`src/rtl/grant_bus_mux_if.sv`:
```
// Handshake bundle between the arbiter/requesters, the grant mux and the downstream bus.
// "release" is a reserved word in SystemVerilog, so the ownership-end pulse is named release_pulse.
interface grant_bus_mux_if #(
    parameter int DATA_W = 8
);
    logic [3:0]          grant;
    logic [3:0]          src_valid;
    logic [4*DATA_W-1:0] src_data;
    logic [3:0]          src_last;
    logic [3:0]          src_ready;
    logic                bus_valid;
    logic [DATA_W-1:0]   bus_data;
    logic [1:0]          bus_id;
    logic                bus_last;
    logic                bus_ready;
    logic                release_pulse;
    logic                err_multi;

    // master: the mux itself, which drives src_ready and the output bus
    modport master (
        input  grant, src_valid, src_data, src_last, bus_ready,
        output src_ready, bus_valid, bus_data, bus_id, bus_last, release_pulse, err_multi
    );

    // slave: the surrounding environment (arbiter, requesters, downstream consumer)
    modport slave (
        output grant, src_valid, src_data, src_last, bus_ready,
        input  src_ready, bus_valid, bus_data, bus_id, bus_last, release_pulse, err_multi
    );
endinterface

```
`src/rtl/grant_bus_mux.sv`:
```
// Latches a one-hot arbiter grant as bus owner and forwards that requester's beats
// through a single registered output stage until its last beat (or the beat limit) drains.
module grant_bus_mux #(
    parameter int DATA_W    = 8,
    parameter int MAX_BEATS = 4
) (
    input  logic            clk,
    input  logic            reset_n,
    grant_bus_mux_if.master bus
);
    typedef enum logic [1:0] {
        S_IDLE  = 2'd0,
        S_XFER  = 2'd1,
        S_DRAIN = 2'd2
    } state_t;

    state_t            r_state;
    logic [1:0]        r_owner;
    logic [7:0]        r_beat_cnt;
    logic              r_bus_valid;
    logic [DATA_W-1:0] r_bus_data;
    logic [1:0]        r_bus_id;
    logic              r_bus_last;
    logic              r_release;
    logic              r_err_multi;

    logic [DATA_W-1:0] w_src_word [4];
    logic [1:0]        w_grant_idx;
    logic [2:0]        w_grant_cnt;
    logic              w_take;
    logic              w_accept;
    logic              w_last_beat;
    logic [3:0]        w_src_ready;

    for (genvar gi = 0; gi < 4; gi++) begin : g_src_word
        assign w_src_word[gi] = bus.src_data[gi*DATA_W +: DATA_W];
    end

    always_comb begin
        w_grant_idx = 2'd0;
        w_grant_cnt = 3'd0;
        for (int i = 0; i < 4; i++) begin
            if (bus.grant[i]) begin
                w_grant_idx = 2'(i);
                w_grant_cnt = w_grant_cnt + 3'd1;
            end
        end
    end

    // The output stage can take a beat when empty or when its current beat leaves this cycle.
    assign w_take      = !r_bus_valid || bus.bus_ready;
    assign w_src_ready = (r_state == S_XFER && w_take) ? (4'b0001 << r_owner) : 4'b0000;
    assign w_accept    = (r_state == S_XFER) && w_take && bus.src_valid[r_owner];
    assign w_last_beat = bus.src_last[r_owner] || (r_beat_cnt == 8'(MAX_BEATS - 1));

    always_ff @(posedge clk or negedge reset_n) begin
        if (!reset_n) begin
            r_state     <= S_IDLE;
            r_owner     <= 2'd0;
            r_beat_cnt  <= 8'd0;
            r_bus_valid <= 1'b0;
            r_bus_data  <= '0;
            r_bus_id    <= 2'd0;
            r_bus_last  <= 1'b0;
            r_release   <= 1'b0;
            r_err_multi <= 1'b0;
        end else begin
            r_release   <= 1'b0;
            r_err_multi <= 1'b0;

            if (w_accept) begin
                r_bus_valid <= 1'b1;
                r_bus_data  <= w_src_word[r_owner];
                r_bus_id    <= r_owner;
                r_bus_last  <= w_last_beat;
            end else if (r_bus_valid && bus.bus_ready) begin
                r_bus_valid <= 1'b0;
            end

            case (r_state)
                S_IDLE: begin
                    if (w_grant_cnt == 3'd1) begin
                        r_owner    <= w_grant_idx;
                        r_beat_cnt <= 8'd0;
                        r_state    <= S_XFER;
                    end else if (w_grant_cnt > 3'd1) begin
                        r_err_multi <= 1'b1;
                    end
                end
                S_XFER: begin
                    if (w_accept) begin
                        // Counter stops at the final beat so it never exceeds MAX_BEATS-1.
                        if (w_last_beat) begin
                            r_state <= S_DRAIN;
                        end else begin
                            r_beat_cnt <= r_beat_cnt + 8'd1;
                        end
                    end
                end
                S_DRAIN: begin
                    if (r_bus_valid && bus.bus_ready) begin
                        r_release <= 1'b1;
                        r_state   <= S_IDLE;
                    end
                end
                default: r_state <= S_IDLE;
            endcase
        end
    end

    assign bus.src_ready     = w_src_ready;
    assign bus.bus_valid     = r_bus_valid;
    assign bus.bus_data      = r_bus_data;
    assign bus.bus_id        = r_bus_id;
    assign bus.bus_last      = r_bus_last;
    assign bus.release_pulse = r_release;
    assign bus.err_multi     = r_err_multi;
endmodule

```
`src/flat_wrapper.sv`:
```
// flat-port wrapper written by rule: the top's interface ports become plain ports
module grant_bus_mux_flat 
#(
    parameter int DATA_W    = 8,
    parameter int MAX_BEATS = 4
)
  (clk, reset_n, bus_grant, bus_src_valid, bus_src_data, bus_src_last, bus_bus_ready, bus_src_ready, bus_bus_valid, bus_bus_data, bus_bus_id, bus_bus_last, bus_release_pulse, bus_err_multi);
  grant_bus_mux_if #(.DATA_W(DATA_W)) bus_i ();
  input  logic clk;
  input  logic reset_n;
  input wire logic [$bits(bus_i.grant)-1:0] bus_grant;
  input wire logic [$bits(bus_i.src_valid)-1:0] bus_src_valid;
  input wire logic [$bits(bus_i.src_data)-1:0] bus_src_data;
  input wire logic [$bits(bus_i.src_last)-1:0] bus_src_last;
  input wire logic [$bits(bus_i.bus_ready)-1:0] bus_bus_ready;
  output wire logic [$bits(bus_i.src_ready)-1:0] bus_src_ready;
  output wire logic [$bits(bus_i.bus_valid)-1:0] bus_bus_valid;
  output wire logic [$bits(bus_i.bus_data)-1:0] bus_bus_data;
  output wire logic [$bits(bus_i.bus_id)-1:0] bus_bus_id;
  output wire logic [$bits(bus_i.bus_last)-1:0] bus_bus_last;
  output wire logic [$bits(bus_i.release_pulse)-1:0] bus_release_pulse;
  output wire logic [$bits(bus_i.err_multi)-1:0] bus_err_multi;
  assign bus_i.grant = bus_grant;
  assign bus_i.src_valid = bus_src_valid;
  assign bus_i.src_data = bus_src_data;
  assign bus_i.src_last = bus_src_last;
  assign bus_i.bus_ready = bus_bus_ready;
  assign bus_src_ready = bus_i.src_ready;
  assign bus_bus_valid = bus_i.bus_valid;
  assign bus_bus_data = bus_i.bus_data;
  assign bus_bus_id = bus_i.bus_id;
  assign bus_bus_last = bus_i.bus_last;
  assign bus_release_pulse = bus_i.release_pulse;
  assign bus_err_multi = bus_i.err_multi;
  grant_bus_mux #(.DATA_W(DATA_W), .MAX_BEATS(MAX_BEATS)) u_core (.clk(clk), .reset_n(reset_n), .bus(bus_i));
endmodule
```
`config.mk`:
```
export PLATFORM = sky130hd
export DESIGN_NAME = grant_bus_mux_flat
export DESIGN_NICKNAME = d
export VERILOG_FILES = /design/src/rtl/grant_bus_mux_if.sv /design/src/rtl/grant_bus_mux.sv /design/src/flat_wrapper.sv
export SDC_FILE = /design/constraint.sdc
export NUM_CORES = 1
export LEC_CHECK = 0
export CAP_MARGIN = 20
export CORE_ASPECT_RATIO = 0.8
export CORE_MARGIN = 5
export CORE_UTILIZATION = 30
export DETAILED_ROUTE_END_ITERATION = 12
export DONT_BUFFER_PORTS = 1
export HOLD_SLACK_MARGIN = 0.12
export PLACE_DENSITY = 0.44
export SYNTH_ARGS = -nofsm -noshare
export SYNTH_HDL_FRONTEND = slang
export SYNTH_SLANG_ARGS = --single-unit
```
`constraint.sdc`:
```
create_clock -name clk -period 1.8 [get_ports clk]
set_input_delay 0.36 -clock clk [delete_from_list [all_inputs] [get_ports clk]]
set_output_delay 0.36 -clock clk [all_outputs]
set_load 0.05 [all_outputs]
```
Yosys cells after proc, flatten, opt, wreduce, memory -nomap -nowiden
Cells that the tools add are included.
{ "totals": {"regBits": 26, "in_bits": 47, "output_inout_bits": 18} }
{ "classes": {"n_addsub": 4, "order_cmp": 3, "n_eq_ne": 9, "shifts": 1, "muxes": 31, "n_bitwise": 1, "reduce_logical": 12} }
{ "op_table": {"columns": ["operator", "count"], "rows": [
  ["$mux W8", 5],
  ["$bmux W8 S2", 1],
  ["$pmux W8 S2", 1],
  ["$mux W2", 6],
  ["$mux W1", 11],
  ["$mux W3", 3],
  ["$add A8 B1 Y8 const B", 1],
  ["$eq A8 B2 Y1 const B", 1],
  ["$ne A2 B1 Y1 const B", 4],
  ["$reduce_and A4 Y1", 2],
  ["$add A3 B1 Y3 const B", 2],
  ["$pmux W2 S3", 1],
  ["$bmux W1 S2", 2],
  ["$mux W4", 1],
  ["$reduce_bool A2 Y1", 2],
  ["$shl A1 B2 Y4 const A", 1],
  ["$eq A3 B1 Y1 const B", 1],
  ["$ge A3 B3 Y1 const B", 1],
  ["$gt A3 B1 Y1 const B", 1],
  ["$logic_and A1 B1 Y1", 3],
  ["$lt A2 B3 Y1 const B", 1],
  ["$not A2 Y3", 1],
  ["$add A1 B1 Y2 const B", 1],
  ["$eq A2 B1 Y1 const B", 1],
  ["6 further kinds", 7]
]} }

Logic depth before layout (Yosys ltp)
Gate-level depths: netlist of run 1.
{ "logic_depth": {"word_depth": 11, "mapped_depth": 11, "depth_no_buf": 10} }

Least setup slack after synthesis of run 1
Ideal clock, no wire load.
{ "synth_path": {"path_kind": "register -> output", "startpoint": "register u_core.r_bus_valid, in the netlist u_core.bus.bus_valid", "endpoint": "output bus_src_ready[0]", "arrival_ns": 2.089, "required_ns": 1.440, "setup_slack_ns": -0.649, "stages_incl_launch_ff": 4, "n_path_buf": 0, "cell_sequence": "dfrtp_1 > nand2b_1 > and2_1 > nor3b_1"} }
{ "synth_via": {"elab_chain_cells": 4} }
{ "synth_rtl": {"columns": ["element", "line_no", "source"], "rows": [
  ["start, declared", "grant_bus_mux.sv:20", "logic r_bus_valid;"],
  ["start signal, assigned", "grant_bus_mux.sv:61", "r_bus_valid <= 1'b0;"],
  ["start signal, assigned", "grant_bus_mux.sv:72", "r_bus_valid <= 1'b1;"],
  ["start signal, assigned", "grant_bus_mux.sv:77", "r_bus_valid <= 1'b0;"],
  ["$logic_not A1 Y1", "grant_bus_mux.sv:51", "assign w_take = !r_bus_valid || bus.bus_ready;"],
  ["$logic_or A1 B1 Y1", "grant_bus_mux.sv:51", null],
  ["$logic_and A1 B1 Y1", "grant_bus_mux.sv:52", "assign w_src_ready = (r_state == S_XFER && w_take) ? (4'b0001 << r_owner) : 4'b0000;"],
  ["$mux W4", "grant_bus_mux.sv:52", null],
  ["end, declared", "flat_wrapper.sv:16", "output wire logic [$bits(bus_i.src_ready)-1:0] bus_src_ready;"]
]} }
Every way passes these cells.

Worst setup path after layout of run 1
{ "layout_path": {"startpoint": "input bus_grant[1]", "endpoint": "register u_core.r_owner[1]"} }
{ "layout_via": {"elab_chain_cells": 7} }
{ "layout_rtl": {"columns": ["element", "line_no", "source"], "rows": [
  ["start, declared", "flat_wrapper.sv:11", "input wire logic [$bits(bus_i.grant)-1:0] bus_grant;"],
  ["$mux W3 *", "grant_bus_mux.sv:43", "if (bus.grant[i]) begin"],
  ["$add A3 B1 Y3", "grant_bus_mux.sv:45", "w_grant_cnt = w_grant_cnt + 3'd1;"],
  ["$mux W3 *", "grant_bus_mux.sv:43", null],
  ["$add A3 B1 Y3", "grant_bus_mux.sv:45", null],
  ["$mux W3 *", "grant_bus_mux.sv:43", null],
  ["$eq A3 B1 Y1 *", "grant_bus_mux.sv:82", "if (w_grant_cnt == 3'd1) begin"],
  ["$reduce_and A2 Y1 (no source line) *", null, null],
  ["end signal, assigned", "grant_bus_mux.sv:83", "r_owner <= w_grant_idx;"],
  ["end, declared", "grant_bus_mux.sv:18", "logic [1:0] r_owner;"]
]} }
Mark *: on every way between the ends. The rest lies on a longest branch, timed or not.
A chain may end at the register's enable or synchronous reset.

==> out/qor.yml, run 1 <==
status: "complete, but fails checks"
violations: "negative setup slack"
syn-cell-area_mm2: 0.001568
clock_path_buffers: 2
crit_required_ns: 2.00
yosysWarnings: 0
grt_busiest_layer: "met2"
initial_core_util_pct: 31.13
min_delay_path_depth: 2
p_leak_uw: 0.0008611
hpwl_um: 3156
grt_max_degree: 27
gp_congestion: 0.7569
netlist_instances: 129
min_period_ns: 2.035
drtAntennaViolNets: 0
hold_viol: 0
synth_seq_cells: 26
crit_slowest_cell: "a2111oi_4"
r2r_cells: 6
synth.avg_cell_area_um2: 12.15
swShare_pct: 45.14
cts.sinks: 26
p_sw_uw: 1641
grt_util_met3_pct: 4.096
worstPathArrival_ns: 2.23
cts-buffers-inserted: 3
area_growth_pct: 32.24
rows: 23
synthFlopType: "dfrtp_1"
tns_ns: -1.856
diodes: 0
crit_fanout: 11
power.density_mw_per_mm2: 1753
clockRootBuffer: "clkbuf_8"
combPwrFrac_pct: 49.8
skew_ns: 0.008339
setup_viol: 11
rsz0062_at_grt: "yes"
synth_cell_types: 39
grt_pass1_wl_um: 6327
antenna_found_initial: 0
clkTransAtPathRegs_ns: 0.09
cap_violations: 0
min_path_type: "in -> reg"
synth_top_area_share_pct: 41.50
crit_chain: "inv_12 > ha_4 > xor2_2 > ha_2 > a31o_2 > a211o_1 > a2111oi_4 > buf_6 > nor2_2 > a31oi_2"
dp_slack_ns: -0.5858
grt_use_met2_pct: 19.02
cp-start-kind: "primary input"
slew_headroom_pct: 66.79
timing.final.crit_share_pct: 113.0
avgRoutedWirePerCell_um: 17.54
power_frac_seq_pct: 39.6
fin_ws_ns: -0.2347
hold_slack_ns: 0.2632
cts_tree: "yes"
die_area_mm2: 0.006781
grt_pass1_vias: 1176
async_flop_share_pct: 100.0
worst-setup-path-type: "in -> reg"
drt_wl_total_um: 3911
first_pass_iters: 4
via_per_inst: 5.045
io_pins: 65
ir_worst_vdd_uv: 1177
endpoint_kind: "flip-flop"
yosys.area.top_type: "dfrtp_1"
clkLatencyLatePin_ns: 0.28
grt_overflow: 0
internal_power_uw: 1994
slowest_delay_ns: 0.36
final_nets: 213
slew_viol_final: 0
die_h_um: 74.66
met1_usage_pct: 15.65
fmax_mhz: 491.5
synth-edff-count: 0
drive_gt1_share_pct: 50.93
numPortBuffers: 0
grtUsageTotal_pct: 11.86
route.detailed.drc: 0
synth-seq-area-share_pct: 41.50
htreeDepth: 1
vias: 1125
die_x_um: 90.82
worst_pin_slew_ns: 0.4981
clockPowerShare_pct: 10.7
drtIter0Drc: 18
syn_nets: 180
coreArea_mm2: 0.005036
ys_top_cells_by_area: "dfrtp_1 42%, mux4_2 14%, mux2_2 4.3%"
-- worst paths after layout --
kind / startpoint / endpoint / slack (ns)
setup reg to reg: u_core.r_owner[0] / u_core.r_beat_cnt[0] / -0.05
hold reg to reg: u_core.r_beat_cnt[7] / u_core.r_beat_cnt[7] / 0.56
max in group asynchronous: reset_n / u_core.r_owner[0] / 1.10
hold / removal: bus_bus_ready / u_core.bus.release_pulse / 0.26
setup / recovery: bus_grant[1] / u_core.r_owner[1] / -0.23
min in group asynchronous: reset_n / u_core.bus.bus_data[5] / 0.54
-- layer usage --
metal	routed length (um)	up-vias
li1	-	536
met1	1777	557
met2	1860	30
met3	252	2
met4	21	0
met5	0	-
-- area by class of cell --
| type | count | area [um2] |
|---|---|---|
| fill | 482 | 2963 |
| tap | 62 | 77.57 |
| sequential | 26 | 650.6 |
| inverter | 5 | 33.78 |
| clock buffer | 4 | 55.05 |
| timing repair buffer | 35 | 339.1 |
| multi-input combinational | 91 | 917.1 |
-- Yosys cell counts (2+ instances only) --
cell      instances
a21oi_1           2
mux4_2           10
inv_1             5
nand2_1           5
nand3_1           6
dfrtp_1          26
mux2_2            6
buf_2             2
nor2_1           13
nand2b_1          2
and3_1            3
mux2_1            4
ha_1              4
nor3b_1           2
a21oi_2           2
nor3_1            5
buf_4             2
xnor2_1           7
buf_6             2
nand4_1           2
-- power groups by stage --
stage | registers, uW | logic, uW | clock network (uW)
after CTS | 1430 | 1680 | 400
after global routing | 1470 | 1960 | 422
after detailed placement | 1440 | 1630 | 0
after floorplan | 1470 | 1050 | 0
after global placement | 1440 | 1580 | 0
final | 1440 | 1810 | 387
-- repair_timing --
item	4_1_cts	5_1_grt
endpoints found under the hold margin	26	0
gates resized for setup	5	13
pin swaps	2	3
setup endpoints to repair	26	26
setup buffers	0	3
hold buffers	2	0
-- worst max-delay path, delay by kind of cell --
family	cells	cell delay (ns)
simple gates	1	0.04
fa+ha+maj	2	0.41
buf+inv	2	0.22
xor+xnor	1	0.18
compound gates	4	1.02
-- stage by stage --
step | area (um2) | std cells | power, uW | util [%]
final | 2073 | 223 | 3635 | 41.17
after global placement | 1896 | 214 | 3027 | 37.64
after CTS | 1997 | 220 | 3515 | 39.65
after detailed placement | 1896 | 214 | 3070 | 37.64
after global routing | 2073 | 223 | 3849 | 41.17
after floorplan | 1614 | 129 | 2512 | -
-- kinds of logic (layout without fill, tap and decap cells) --
kind of cell | count (synthesis) | after routing | share of synthesized area (%)
AO/OA/AOI/OAI | 12 | 12 | 7.502
XOR/XNOR | 8 | 8 | 4.948
adder cells (fa/ha/maj) | 4 | 4 | 3.192
buffers and inverters | 12 | 44 | 4.549
flip-flops | 26 | 26 | 41.50
multiplexers | 21 | 21 | 22.51
AND/OR/NAND/NOR | 46 | 46 | 15.80
-- flip-flops by register name, summed over array words and instances, names as in the netlist --
register	cells
u_core.bus.bus_data	8
u_core.r_owner	2
u_core.bus.release_pulse	1
u_core.r_state	2
u_core.bus.err_multi	1
u_core.bus.bus_id	2
u_core.r_beat_cnt	8
u_core.bus.bus_last	1
u_core.bus.bus_valid	1
-- layout by cell type, fill, tap and decap left out, drive strengths merged, types with 2 or more instances in the layout --
cell type	netlist	layout
inv	5	5
nor3b	2	2
nor4b	2	2
dfrtp	26	26
nor3	5	5
nand2	5	5
nor2	14	14
and3	3	3
nand4	2	2
mux4	10	10
xnor2	7	7
nand3	6	6
mux2	11	11
a21oi	4	4
nand2b	2	2
ha	4	4
clkbuf	1	4
buf	6	34
and2	2	2
(Power assumes the default switching activity.)
==> run 2, diff against run 1 <==
--- a/config.mk
+++ b/config.mk
@@ -16,3 +16,4 @@
 export SYNTH_ARGS = -nofsm -noshare
 export SYNTH_HDL_FRONTEND = slang
 export SYNTH_SLANG_ARGS = --single-unit
+export TNS_END_PERCENT = 20
==> run 2 against run 1 <==
Net effect: the run still ends with negative setup slack left; die area is the same; cell count shrank 2.7%; design area fell by 3.6%; non-clock buffer count shrank 6; register-to-register slack better by 0.03 ns; routed wire length fell by 2.7%; sequential power about the same; critical path type unchanged; critical endpoint is now u_core.r_beat_cnt[0]; highest routed layer unchanged.
==> out/qor.yml, run 2 (synthesis gave the netlist of run 1 again) <==
timing.final.crit_share_pct: 110.3
drtIter0Drc: 36
slew_headroom_pct: 67.66
worstPathArrival_ns: 2.15
first_pass_iters: 4
crit_slowest_cell: "a2111oi_4"
route.detailed.drc: 0
cts.sinks: 26
crit_fanout: 2
setup_viol: 11
multiInputGateArea_um2: 893.4
vias: 1113
grt_pass1_vias: 1170
fmax_mhz: 503.6
grt_overflow: 0
die_h_um: 74.66
cp-start-kind: "primary input"
initial_core_util_pct: 31.13
hold_viol: 0
rsz0062_at_grt: "yes"
worst-setup-path-type: "in -> reg"
ir_worst_vdd_uv: 935.9
drt_wl_total_um: 3807
rrSetupSlack_ns: -0.02
coreArea_mm2: 0.005036
cts-buffers-inserted: 3
drtAntennaViolNets: 0
clkTransAtPathRegs_ns: 0.10
hold_slack_ns: 0.2462
grtUsageTotal_pct: 11.47
io_pins: 65
path_delay_family: "compound AO/OA/AOI/OAI gates"
cap_violations: 0
area_growth_pct: 27.53
num-fill-cells: 480
most-common-layout-cells: "26 x dfrtp_1, 20 x buf_4, 10 x nor2_1, 10 x mux4_2, 7 x xnor2_1"
final_nets: 207
crit_chain: "ha_1 > nor2_1 > nor2_2 > ha_2 > a31o_2 > a211o_1 > a2111oi_4 > nor2_2 > mux2_4"
grt_max_degree: 27
crit_required_ns: 1.97
endpoint_kind: "flip-flop"
clock_path_buffers: 2
min_to: "u_core.bus.release_pulse"
drive_gt1_share_pct: 45.81
p_leak_uw: 0.0008361
gp_congestion: 0.7273
diodes: 0
slowest_delay_ns: 0.36
via_per_inst: 5.129
htreeDepth: 1
regToRegEndpoint: "u_core.r_beat_cnt[6]"
cp_num_buf_inv: 0
crit_top_cell: "nor2_2"
antenna_found_initial: 0
violations: "negative setup slack"
r2r_cells: 7
final_common_cell: "dfrtp_1"
hpwl_um: 3042
regArea_um2: 650.6
min_delay_path_depth: 2
numPortBuffers: 0
slew_viol_final: 0
fin_ws_ns: -0.1856
min_period_ns: 1.986
r2r_start: "u_core.r_owner[0]"
clkLatencyLatePin_ns: 0.28
min_path_type: "in -> reg"
status: "complete, but fails checks"
worst_pin_slew_ns: 0.4851
cts_tree: "yes"
power.density_mw_per_mm2: 1761
avgRoutedWirePerCell_um: 17.54
grt_pass1_wl_um: 6127
power_uw: 3521
die_area_mm2: 0.006781
die_x_um: 90.82
clockRootBuffer: "clkbuf_8"
fin_util_pct: 39.70
skew_ns: 0.004537
rows: 23
hold_start: "bus_bus_ready"
==> run 2: cell types whose count changed in the layout (fill, tap and decap cells not counted), moves of 2 or more <==
| cell | previous run | this run |
|---|---|---|
| buf_4 | 26 | 20 |
| buf_12 | 5 | 2 |
| buf_6 | 3 | 6 |
| nor2_1 | 8 | 10 |
| nor2_2 | 6 | 4 |
==> run 2: stage by stage <==
step / instance area (um2) / setup TNS (ns) / instances / setup WS, ns
after floorplan: 1600 / -5.813 / 129 / -0.5452
after global placement: 1833 / -5.591 / 210 / -0.5554
after detailed placement: 1833 / -5.998 / 210 / -0.6014
after CTS: 1973 / -1.114 / 217 / -0.1956
after global routing: 1999 / -3.057 / 217 / -0.3074
final: 1999 / -1.274 / 217 / -0.1856
==> run 2: power breakdown <==
group          total, uW  internal, uW  switching [uW]
registers           1440           796             645
clock network        496           298             198
logic               1590           853             732
total               3520          1950            1570
==> run 2: how the worst max path moves through the flow <==
| stage | endpoint | from | cells after the start |
|---|---|---|---|
| 2_1_floorplan | u_core.r_beat_cnt[0] | bus_grant[1] | 9 |
| 3_3_place_gp | u_core.r_owner[1] | bus_grant[1] | 10 |
| 3_5_place_dp | u_core.r_owner[1] | bus_grant[1] | 10 |
| 4_1_cts | u_core.r_beat_cnt[0] | bus_grant[0] | 9 |
| 5_1_grt | u_core.r_owner[1] | bus_grant[1] | 10 |
| 6_report | u_core.r_beat_cnt[0] | bus_grant[0] | 9 |
==> run 2: area by class of cell <==
type / instances / share of cell area, %
clock buffer: 3 / 2.065
multi-input combinational: 91 / 44.68
inverter: 5 / 1.940
sequential: 26 / 32.54
clock inverter: 1 / 1.502
tap: 62 / 3.880
timing repair buffer: 29 / 13.39
==> run 2: timing repair <==
item	4_1_cts	5_1_grt
gates cloned	0	0
hold buffers	2	0
gates resized for setup	10	7
endpoints found under the hold margin	26	0
pin swaps	7	0
setup endpoints to repair	21	26
setup buffers	1	0
==> run 2: per-layer routing <==
metal,GRT usage (%),vias to the layer above,wire length [um]
met5,0,-,0
met4,3.583,0,55
met3,4.396,6,262
met2,18.61,37,1853
met1,14.42,550,1635
li1,-,520,-
==> run 3, diff against run 2 <==
--- a/config.mk
+++ b/config.mk
@@ -9,6 +9,7 @@
 export CORE_ASPECT_RATIO = 0.8
 export CORE_MARGIN = 5
 export CORE_UTILIZATION = 30
+export CTS_CLUSTER_DIAMETER = 120
 export DETAILED_ROUTE_END_ITERATION = 12
 export DONT_BUFFER_PORTS = 1
 export HOLD_SLACK_MARGIN = 0.12
==> results of run 3 <==
The final DEF is identical to that of run 2; final timing and power are the same.
